## config.mk

```make
export PLATFORM = sky130hd
export DESIGN_NAME = keystep_tuner_flat
export DESIGN_NICKNAME = d
export VERILOG_FILES = /design/src/rtl/keystep_if.sv /design/src/rtl/keystep_tuner.sv /design/src/flat_wrapper.sv
export SDC_FILE = /design/constraint.sdc
export NUM_CORES = 1
export LEC_CHECK = 0
export ABC_AREA = 1
export CORE_MARGIN = 1
export CORE_UTILIZATION = 55
export DETAILED_ROUTE_END_ITERATION = 16
export PLACE_DENSITY = 0.71
export SLEW_MARGIN = 20
export SYNTH_ARGS = -nofsm -noshare
export SYNTH_HDL_FRONTEND = slang
export SYNTH_SLANG_ARGS = --single-unit
```

## constraint.sdc

```tcl
create_clock -name clk -period 3.3 [get_ports clk]
set_clock_uncertainty 0.2 [all_clocks]
set_input_delay 0.495 -clock clk [delete_from_list [all_inputs] [get_ports clk]]
set_output_delay 0.495 -clock clk [all_outputs]
set_load 0.1 [all_outputs]
```

## src/rtl/keystep_if.sv

```systemverilog
// Bus bundle for keystep_tuner: raw keys and direction in, tuning word,
// update strobe and debounced key state out.
interface keystep_if #(
    parameter int NKEYS = 3,
    parameter int WIDTH = 9
);
    logic [NKEYS-1:0] keyin;   // raw buttons, active low
    logic             dir;     // 0 = add step, 1 = subtract step
    logic [WIDTH-1:0] keyout;  // registered tuning word
    logic             upd;     // one-cycle pulse after keyout changed
    logic [NKEYS-1:0] held;    // debounced key state, 1 = pressed

    modport master (
        output keyin,
        output dir,
        input  keyout,
        input  upd,
        input  held
    );

    modport slave (
        input  keyin,
        input  dir,
        output keyout,
        output upd,
        output held
    );
endinterface

```

## src/rtl/keystep_tuner.sv

```systemverilog
// keystep_tuner: multi-key debounced frequency-word tuner.
// Each accepted key press adds or subtracts that key's step to a WIDTH-bit
// tuning word, limited to [0, MAX_VAL] by saturation or modulo wrap.
// Optional feature macro: KEYSTEP_AUTOREPEAT_EN (held key auto-repeats).
module keystep_tuner #(
    parameter int                     NKEYS   = 3,
    parameter int                     WIDTH   = 9,
    parameter logic [NKEYS*WIDTH-1:0] STEPS   = {9'd100, 9'd10, 9'd1},
    parameter int                     MAX_VAL = 400,
    parameter bit                     WRAP    = 1'b0,
    parameter int                     DEB_CYC = 1_000_000
) (
    input  logic      clk,
    input  logic      rst,
    keystep_if.slave  bus
);
    localparam int               CW       = (DEB_CYC > 1) ? $clog2(DEB_CYC) : 1;
    localparam logic [CW-1:0]    DEB_LAST = CW'(DEB_CYC - 1);
    localparam logic [WIDTH:0]   MAX_W    = (WIDTH+1)'(MAX_VAL);
    localparam logic [WIDTH:0]   ONE_W    = (WIDTH+1)'(1);

    logic [NKEYS-1:0] sync1_q, sync1_d, sync2_q, sync2_d;
    logic [NKEYS-1:0] deb_q, deb_d;
    logic [CW-1:0]    cnt_q [NKEYS];
    logic [CW-1:0]    cnt_d [NKEYS];
    logic [NKEYS-1:0] ev_q, ev_d;
    logic [WIDTH-1:0] keyout_q, keyout_d;
    logic             chg_q, chg_d;
    logic             upd_q, upd_d;

    logic [NKEYS-1:0] rise_s, cand_s, rpt_s;
    logic [WIDTH:0]   step_s [NKEYS];
    logic [WIDTH:0]   step_sel_s, cur_s, sum_s, nxt_s;

    // Per-key step, folded into [0, MAX_VAL] at elaboration when wrapping.
    for (genvar k = 0; k < NKEYS; k++) begin : g_step
        localparam logic [WIDTH:0] RAW = {1'b0, STEPS[k*WIDTH +: WIDTH]};
        localparam logic [WIDTH:0] RED = WRAP ? (RAW % (MAX_W + ONE_W)) : RAW;
        assign step_s[k] = RED;
    end

    // Synchronise raw keys and run one stability counter per key.
    always_comb begin
        sync1_d = bus.keyin;
        sync2_d = sync1_q;
        deb_d   = deb_q;
        for (int k = 0; k < NKEYS; k++) begin
            if ((~sync2_q[k]) != deb_q[k]) begin
                if (cnt_q[k] == DEB_LAST) begin
                    deb_d[k] = ~deb_q[k];
                    cnt_d[k] = '0;
                end else begin
                    cnt_d[k] = cnt_q[k] + CW'(1);
                end
            end else begin
                cnt_d[k] = '0;
            end
        end
    end

`ifdef KEYSTEP_AUTOREPEAT_EN
    localparam int               RPT_DELAY  = 4 * DEB_CYC;
    localparam int               RPT_PERIOD = DEB_CYC;
    localparam int               RW         = $clog2(RPT_DELAY + 1);
    localparam logic [RW-1:0]    RPT_FIRST  = RW'(RPT_DELAY - 1);
    localparam logic [RW-1:0]    RPT_NEXT   = RW'(RPT_PERIOD - 1);

    logic [NKEYS-1:0] lh_s, lh_q, lh_d;
    logic [RW-1:0]    rcnt_q, rcnt_d;
    logic             first_q, first_d;

    // Repeat timer for the lowest-index held key; restarts when that key changes.
    always_comb begin
        lh_s    = deb_d & (~deb_d + NKEYS'(1));
        lh_d    = lh_s;
        rpt_s   = '0;
        rcnt_d  = rcnt_q + RW'(1);
        first_d = first_q;
        if ((lh_s != lh_q) || (lh_s == '0)) begin
            rcnt_d  = '0;
            first_d = 1'b1;
        end else if (rcnt_q == (first_q ? RPT_FIRST : RPT_NEXT)) begin
            rpt_s   = lh_q;
            rcnt_d  = '0;
            first_d = 1'b0;
        end else begin
            rcnt_d  = rcnt_q + RW'(1);
        end
    end

    // Repeat timer state.
    always_ff @(posedge clk) begin
        if (rst) begin
            lh_q    <= '0;
            rcnt_q  <= '0;
            first_q <= 1'b1;
        end else begin
            lh_q    <= lh_d;
            rcnt_q  <= rcnt_d;
            first_q <= first_d;
        end
    end
`else
    assign rpt_s = '0;
`endif

    // Pick one event per cycle: lowest-index press or repeat wins.
    always_comb begin
        rise_s = deb_d & ~deb_q;
        cand_s = rise_s | rpt_s;
        ev_d   = cand_s & (~cand_s + NKEYS'(1));
    end

    // Apply the selected step with saturate-or-wrap limiting.
    always_comb begin
        step_sel_s = '0;
        for (int k = 0; k < NKEYS; k++) begin
            step_sel_s = step_sel_s | (ev_q[k] ? step_s[k] : '0);
        end
        cur_s = {1'b0, keyout_q};
        sum_s = cur_s + step_sel_s;
        if (bus.dir == 1'b0) begin
            if (sum_s > MAX_W) begin
                nxt_s = WRAP ? (sum_s - MAX_W - ONE_W) : MAX_W;
            end else begin
                nxt_s = sum_s;
            end
        end else begin
            if (step_sel_s > cur_s) begin
                nxt_s = WRAP ? (cur_s + MAX_W + ONE_W - step_sel_s) : '0;
            end else begin
                nxt_s = cur_s - step_sel_s;
            end
        end
        if (ev_q != '0) begin
            keyout_d = nxt_s[WIDTH-1:0];
            chg_d    = (nxt_s[WIDTH-1:0] != keyout_q);
        end else begin
            keyout_d = keyout_q;
            chg_d    = 1'b0;
        end
        upd_d = chg_q;
    end

    // Main state registers.
    always_ff @(posedge clk) begin
        if (rst) begin
            sync1_q  <= '1;
            sync2_q  <= '1;
            deb_q    <= '0;
            for (int k = 0; k < NKEYS; k++) begin
                cnt_q[k] <= '0;
            end
            ev_q     <= '0;
            keyout_q <= '0;
            chg_q    <= 1'b0;
            upd_q    <= 1'b0;
        end else begin
            sync1_q  <= sync1_d;
            sync2_q  <= sync2_d;
            deb_q    <= deb_d;
            for (int k = 0; k < NKEYS; k++) begin
                cnt_q[k] <= cnt_d[k];
            end
            ev_q     <= ev_d;
            keyout_q <= keyout_d;
            chg_q    <= chg_d;
            upd_q    <= upd_d;
        end
    end

    assign bus.keyout = keyout_q;
    assign bus.upd    = upd_q;
    assign bus.held   = deb_q;
endmodule
```

## src/flat_wrapper.sv

```systemverilog
// flat-port wrapper written by rule: the top's interface ports become plain ports
module keystep_tuner_flat 
#(
    parameter int                     NKEYS   = 3,
    parameter int                     WIDTH   = 9,
    parameter logic [NKEYS*WIDTH-1:0] STEPS   = {9'd100, 9'd10, 9'd1},
    parameter int                     MAX_VAL = 400,
    parameter bit                     WRAP    = 1'b0,
    parameter int                     DEB_CYC = 1_000_000
)
  (clk, rst, bus_keyin, bus_dir, bus_keyout, bus_upd, bus_held);
  keystep_if #(.NKEYS(NKEYS), .WIDTH(WIDTH)) bus_i ();
  input  logic clk;
  input  logic rst;
  input wire logic [$bits(bus_i.keyin)-1:0] bus_keyin;
  input wire logic [$bits(bus_i.dir)-1:0] bus_dir;
  output wire logic [$bits(bus_i.keyout)-1:0] bus_keyout;
  output wire logic [$bits(bus_i.upd)-1:0] bus_upd;
  output wire logic [$bits(bus_i.held)-1:0] bus_held;
  assign bus_i.keyin = bus_keyin;
  assign bus_i.dir = bus_dir;
  assign bus_keyout = bus_i.keyout;
  assign bus_upd = bus_i.upd;
  assign bus_held = bus_i.held;
  keystep_tuner #(.NKEYS(NKEYS), .WIDTH(WIDTH), .STEPS(STEPS), .MAX_VAL(MAX_VAL), .WRAP(WRAP), .DEB_CYC(DEB_CYC)) u_core (.clk(clk), .rst(rst), .bus(bus_i));
endmodule
```

# Word-level counts from Yosys, hierarchy flattened
# Memory sizes are Yosys's and may differ from the RTL's.
# Cells that the tools add are included.
dict set report totals {
  ram_bits 60
  output_inout_bits 13
  inputBits 6
  n_memories 1
  reg_bits 23
}
dict set report op_classes {
  bitwise 16
  reduce_logical 2
  order_cmp 2
  n_addsub 6
  n_mux 24
  n_eq_ne 7
}
# memory words width rd rd_clocked_by_memory_dff write_ports line_no
set memory_table {}
lappend memory_table {u_core.cnt_q 3 20 3 0 3 keystep_tuner.sv:24} ;# logic [CW-1:0] cnt_q [NKEYS];
# operator count
set ops {}
lappend ops {{20-bit two-way mux} 9}
lappend ops {{20-bit by 1-bit adder with 20-bit output (second input constant)} 3}
lappend ops {{20-bit equality test (second input constant)} 3}
lappend ops {{9-bit two-way mux} 3}
lappend ops {{9-bit by 10-bit adder with 10-bit output} 1}
lappend ops {{10-bit by 9-bit > comparator with 1-bit output} 1}
lappend ops {{10-bit by 9-bit > comparator with 1-bit output (second input constant)} 1}
lappend ops {{1-bit two-way mux} 10}
lappend ops {{10-bit OR} 1}
lappend ops {{10-bit by 7-bit OR with 10-bit output} 1}
lappend ops {{9-bit inequality test} 1}
lappend ops {{9-bit subtractor} 1}
lappend ops {{7-bit two-way mux} 1}
lappend ops {{1-bit inverter} 7}
lappend ops {{3-bit AND} 2}
lappend ops {{3-bit inverter} 2}
lappend ops {{4-bit two-way mux} 1}
lappend ops {{3-bit by 1-bit adder with 3-bit output (second input constant)} 1}
lappend ops {{1-bit inequality test} 3}
lappend ops {{1-bit OR} 3}
lappend ops {{3-bit nonzero test} 1}
lappend ops {{2-bit OR reduction} 1}

# Longest topological paths before layout
# Gate-level depths: netlist of run 1.
dict set report logic_depth {
  ltp_word 8
  ltp_mapped 24
  ltp_nobuf 23
}

# Worst setup path before layout of run 1
# No wires, ideal clock.
dict set report synth_path {
  kind {reg2reg}
  from {register u_core.keyout_q[1], in the netlist u_core.bus.keyout[1]}
  to {register u_core.chg_q}
  t_arrival_ns 2.968
  path_buffers 0
  setup_ns 0.111
  required_time_ns 2.989
  path_slack_ns 0.020
  path_stages_with_launch 24
  cell_sequence {dfxtp_1 -> inv_1 -> ha_1 -> inv_1 -> nand2_1 -> nand2_1 -> nand3_1 -> nand2_1 -> nand2_1 -> nand2_1 -> nor2_2 -> nand2_1 -> nand2_2 -> inv_2 -> nand2_4 -> nand2_2 -> nand2_2 -> nand2_1 -> nand2_1 -> nand2_1 -> nor2_1 -> nand2_1 -> nor2_1 -> nor2_1}
}
dict set report synth_via {
  elab_chain_cells 5
  elab_cells_between_ends 8
  cone_classes {add/sub: 2; order compare: 2; eq/ne: 1; mux: 3}
}
# element line_no
set synth_lines {}
lappend synth_lines {{from (decl)} keystep_tuner.sv:27} ;# logic [WIDTH-1:0] keyout_q, keyout_d;
lappend synth_lines {{from (signal assigned)} keystep_tuner.sv:166} ;# keyout_q <= keyout_d;
lappend synth_lines {{9-bit by 10-bit adder with 10-bit output} keystep_tuner.sv:121} ;# sum_s = cur_s + step_sel_s;
lappend synth_lines {{10-bit by 9-bit > comparator with 1-bit output} keystep_tuner.sv:123} ;# if (sum_s > MAX_W) begin
lappend synth_lines {{9-bit two-way mux} keystep_tuner.sv:123}
lappend synth_lines {{9-bit two-way mux} keystep_tuner.sv:122} ;# if (bus.dir == 1'b0) begin
lappend synth_lines {{9-bit inequality test (*)} keystep_tuner.sv:137} ;# chg_d = (nxt_s[WIDTH-1:0] != keyout_q);
lappend synth_lines {{to (signal assigned)} keystep_tuner.sv:167} ;# chg_q <= chg_d;
lappend synth_lines {{to (decl)} keystep_tuner.sv:28} ;# logic chg_q, chg_d;
# Mark *: on every way between the ends. The rest lies on a longest branch, timed or not.
# A chain may end at the register's enable or synchronous reset.

# Worst setup path in the final report of run 1
# Same ends and word-level chain as after synthesis.

==> run metrics, run 1 <==
Post-Syn Area per Cell=7.08 um2; ANT cells=0; Yosys Warn Count=0; Worst setup EP type=flop; initial core utilization=0.575; FF/Latch Area=0.00166 mm2; setup repair after global routing missed its margin=false; Area contributors post-synth=dfxtp_1 35%, nand2_1 11%, inv_1 6.7%; I/O pin total=19; Die X-Extent=95.3 um; status=finished clean; vias in the first global route=3872; period utilisation layout=0.907; Synth cell types=41; hpwl dp=7530 um; antenna violations before repair=0; post-CTS resize count=0; register area share after synthesis=0.347; Clock Latency Late Sink=0.36 ns; Fmax=334 MHz; Crit Path Class=reg -> reg; crit start category=flop; vias per inst=5.24; synthesized flop and latch total=83; Die Ht=95.3 um; GRT Overall Usage=0.236; synthesized cell area=0.00479 mm2; most frequent cell after synthesis=nand2_1; top cell type's share of synthesized area=0.347; gpl congestion=0.891; Leakage Power=0.00215 uW; Critical Path AT=3.05 ns; area delta synth->final=8.51%; Setup TNS=0 ns; largest net degree at the start of global routing=20; most frequent cells after synthesis=135 x nand2_1, 86 x inv_1, 83 x dfxtp_1, 76 x nor2_1, 49 x nand3_1; grt total ovfl=0; mux cell area share after synthesis=0; critical path fanouts, max=6; ys flop type=dfxtp_1; # hold bufs at CTS=0; Layout Nets=724; WP data required=3.36 ns; Core Region=0.00834 mm2; EDFF count, synth=0; Layout Utilization=0.623; Synth Area in Adders=0.0632; CTS tree=built; routed wire length=9880 um; Die Area=0.00909 mm2; max-slew violation count=0; final setup vio count=0; post-synthesis instance total=677; DR WL/cell=12.3 um; Port Buffers=18; max_slew headroom=0.569; post-CTS setup buffers=0; CTS sink count=83; clock buffer depth=2; P per Cell Area=336 mW/mm2; Peak supply drop=0.310 mV; Hold Fails Final Rpt=0; Max-Cap Viols=0; number of remaining DRC errors=0; fraction of layout cells with a size suffix above 1=0.133; syn nets=706; Synth Area in Compound Gates=0.0864; H-tree depth=3; Least-Margin Pin Slew=0.645 ns; crit path time final=2.99 ns; First-pass DRT Iterations=4; post-route ant nets=0; # rows=33; Post-Synth XOR/XNOR Area=0.0311; largest family of logic cells by synthesized area=simple AND/OR/NAND/NOR gates; global-route wire length before repair=17000 um; Multi-input gate area=0.00269 mm2; # fillers=791; CTS buffer count=9; Reg clk slew, reported paths=0.09 ns; Clock Tree Root=clkbuf_8; Async SR Flop Fraction=0; cell taking the most area after synthesis=dfxtp_1; DR vias=4216; worst hold path class=reg -> reg; simple-gate area share of the yosys netlist=0.381; DR iter-0 viols=131
==> power by group <==
part	leakage [uW]	switching (uW)	internal, uW
Clock	0.0000925	410	287
Sequential	0.000670	2.20	1010
Combinational	0.00139	24.9	16.0
Total	0.00215	437	1310
==> worst max-delay path, cell delays in order (launching register included) <==
cell and delay [ns]:
dfxtp_1 0.51, inv_1 0.17, ha_1 0.34, inv_1 0.07, nand2_1 0.06, nand2_1 0.09, nand3_1 0.13, nand2_1 0.09
nand2_1 0.06, nand2_1 0.08, nor2_2 0.15, nand2_1 0.08, nand2_2 0.09, inv_2 0.06, nand2_4 0.08, nand2_1 0.06
nand2_1 0.10, xor2_1 0.19, nand3_1 0.10, nor2_1 0.12, nor2_1 0.06
==> state kept, by name, summed over array words and instances, names as in the netlist <==
register           count
u_core.bus.held        3
u_core.sync2_q         3
u_core.cnt_q          60
u_core.chg_q           1
u_core.bus.upd         1
u_core.sync1_q         3
u_core.bus.keyout      9
u_core.ev_q            3
==> placed cells by master (no fill, tap or decap), types with 2 or more instances in the layout <==
cell / netlist / routed
ha_1: 21 / 21
a21oi_1: 38 / 38
a31oi_1: 5 / 5
buf_4: 2 / 16
nor4_1: 7 / 7
nor3_1: 22 / 22
nor2_2: 8 / 8
o21a_1: 4 / 4
o21ai_0: 15 / 15
fa_1: 2 / 2
inv_2: 10 / 10
nand2_2: 11 / 11
nor3_2: 9 / 9
nand4_1: 16 / 16
o211ai_1: 3 / 3
clkdlybuf4s50_1: 0 / 5
nor3b_1: 14 / 14
and3_1: 2 / 2
xor2_1: 12 / 12
or2_2: 9 / 9
inv_6: 0 / 3
nand2_1: 135 / 135
nor2_1: 76 / 76
a211oi_1: 2 / 2
nor2_4: 4 / 4
nand3_1: 49 / 49
inv_1: 86 / 86
o21bai_1: 3 / 3
nand3_2: 3 / 3
dfxtp_1: 83 / 83
clkbuf_8: 0 / 9
xnor2_1: 5 / 5
==> cell type report <==
| class | instances | area share |
|---|---|---|
| inverter | 96 | 0.0693 |
| clock inverter | 7 | 0.0113 |
| tap | 105 | 0.0253 |
| multi-input combinational | 484 | 0.518 |
| timing repair buffer | 21 | 0.0327 |
| clock buffer | 9 | 0.0238 |
| sequential | 83 | 0.320 |
==> stage by stage <==
step	worst slack [ns]	hold WS (ns)	std cells	cell area (um2)	power, uW
3_3_place_gp	0.323	0.191	789	5020	1070
2_1_floorplan	0.0203	0.188	677	4790	1060
3_5_place_dp	0.336	0.192	789	5020	1070
6_report	0.306	0.212	805	5200	1750
4_1_cts	0.327	0.213	805	5200	1760
5_1_grt	0.0480	0.246	805	5200	1810
==> per-layer routing <==
layer  routed length, um  GRT usage  vias up  share of wire
met3                 402     0.0470       19          0.041
met4                 169     0.0707        0          0.017
met1                4760      0.304     1895           0.48
met5                   0          0        -              0
met2                4560      0.395       81           0.46
li1                    -          -     2221              -
==> final timing paths <==
| path | startpoint | to | slack (ns) | cells past startpoint |
|---|---|---|---|---|
| max | u_core.bus.keyout[1]$_SDFFE_PP0N_ | u_core.chg_q$_SDFF_PP0_ | 0.31 | 20 |
| min | u_core.sync1_q[0]$_SDFF_PP1_ | u_core.sync2_q[0]$_SDFF_PP1_ | 0.21 | 1 |
| max reg2reg | u_core.bus.keyout[1]$_SDFFE_PP0N_ | u_core.chg_q$_SDFF_PP0_ | 0.31 | 20 |
| min reg2reg | u_core.sync1_q[0]$_SDFF_PP1_ | u_core.sync2_q[0]$_SDFF_PP1_ | 0.21 | 1 |
==> cells by family after synthesis <==
kind of cell	Yosys count
buffers and inverters	110
and+or+nand+nor	371
adders and majority gates	23
DFF	83
xor gates and xnor gates	17
AOI/OAI and AO/OA	73
Power figures use the tool's default switching activity.
==> run 2, diff against run 1 <==
--- a/config.mk
+++ b/config.mk
@@ -8,6 +8,7 @@
 export ABC_AREA = 1
 export CORE_MARGIN = 1
 export CORE_UTILIZATION = 55
+export CTS_CLUSTER_DIAMETER = 50
 export DETAILED_ROUTE_END_ITERATION = 16
 export PLACE_DENSITY = 0.71
 export SLEW_MARGIN = 20
==> results of run 2 <==
Final layout, timing and power as in run 1 (identical DEF).
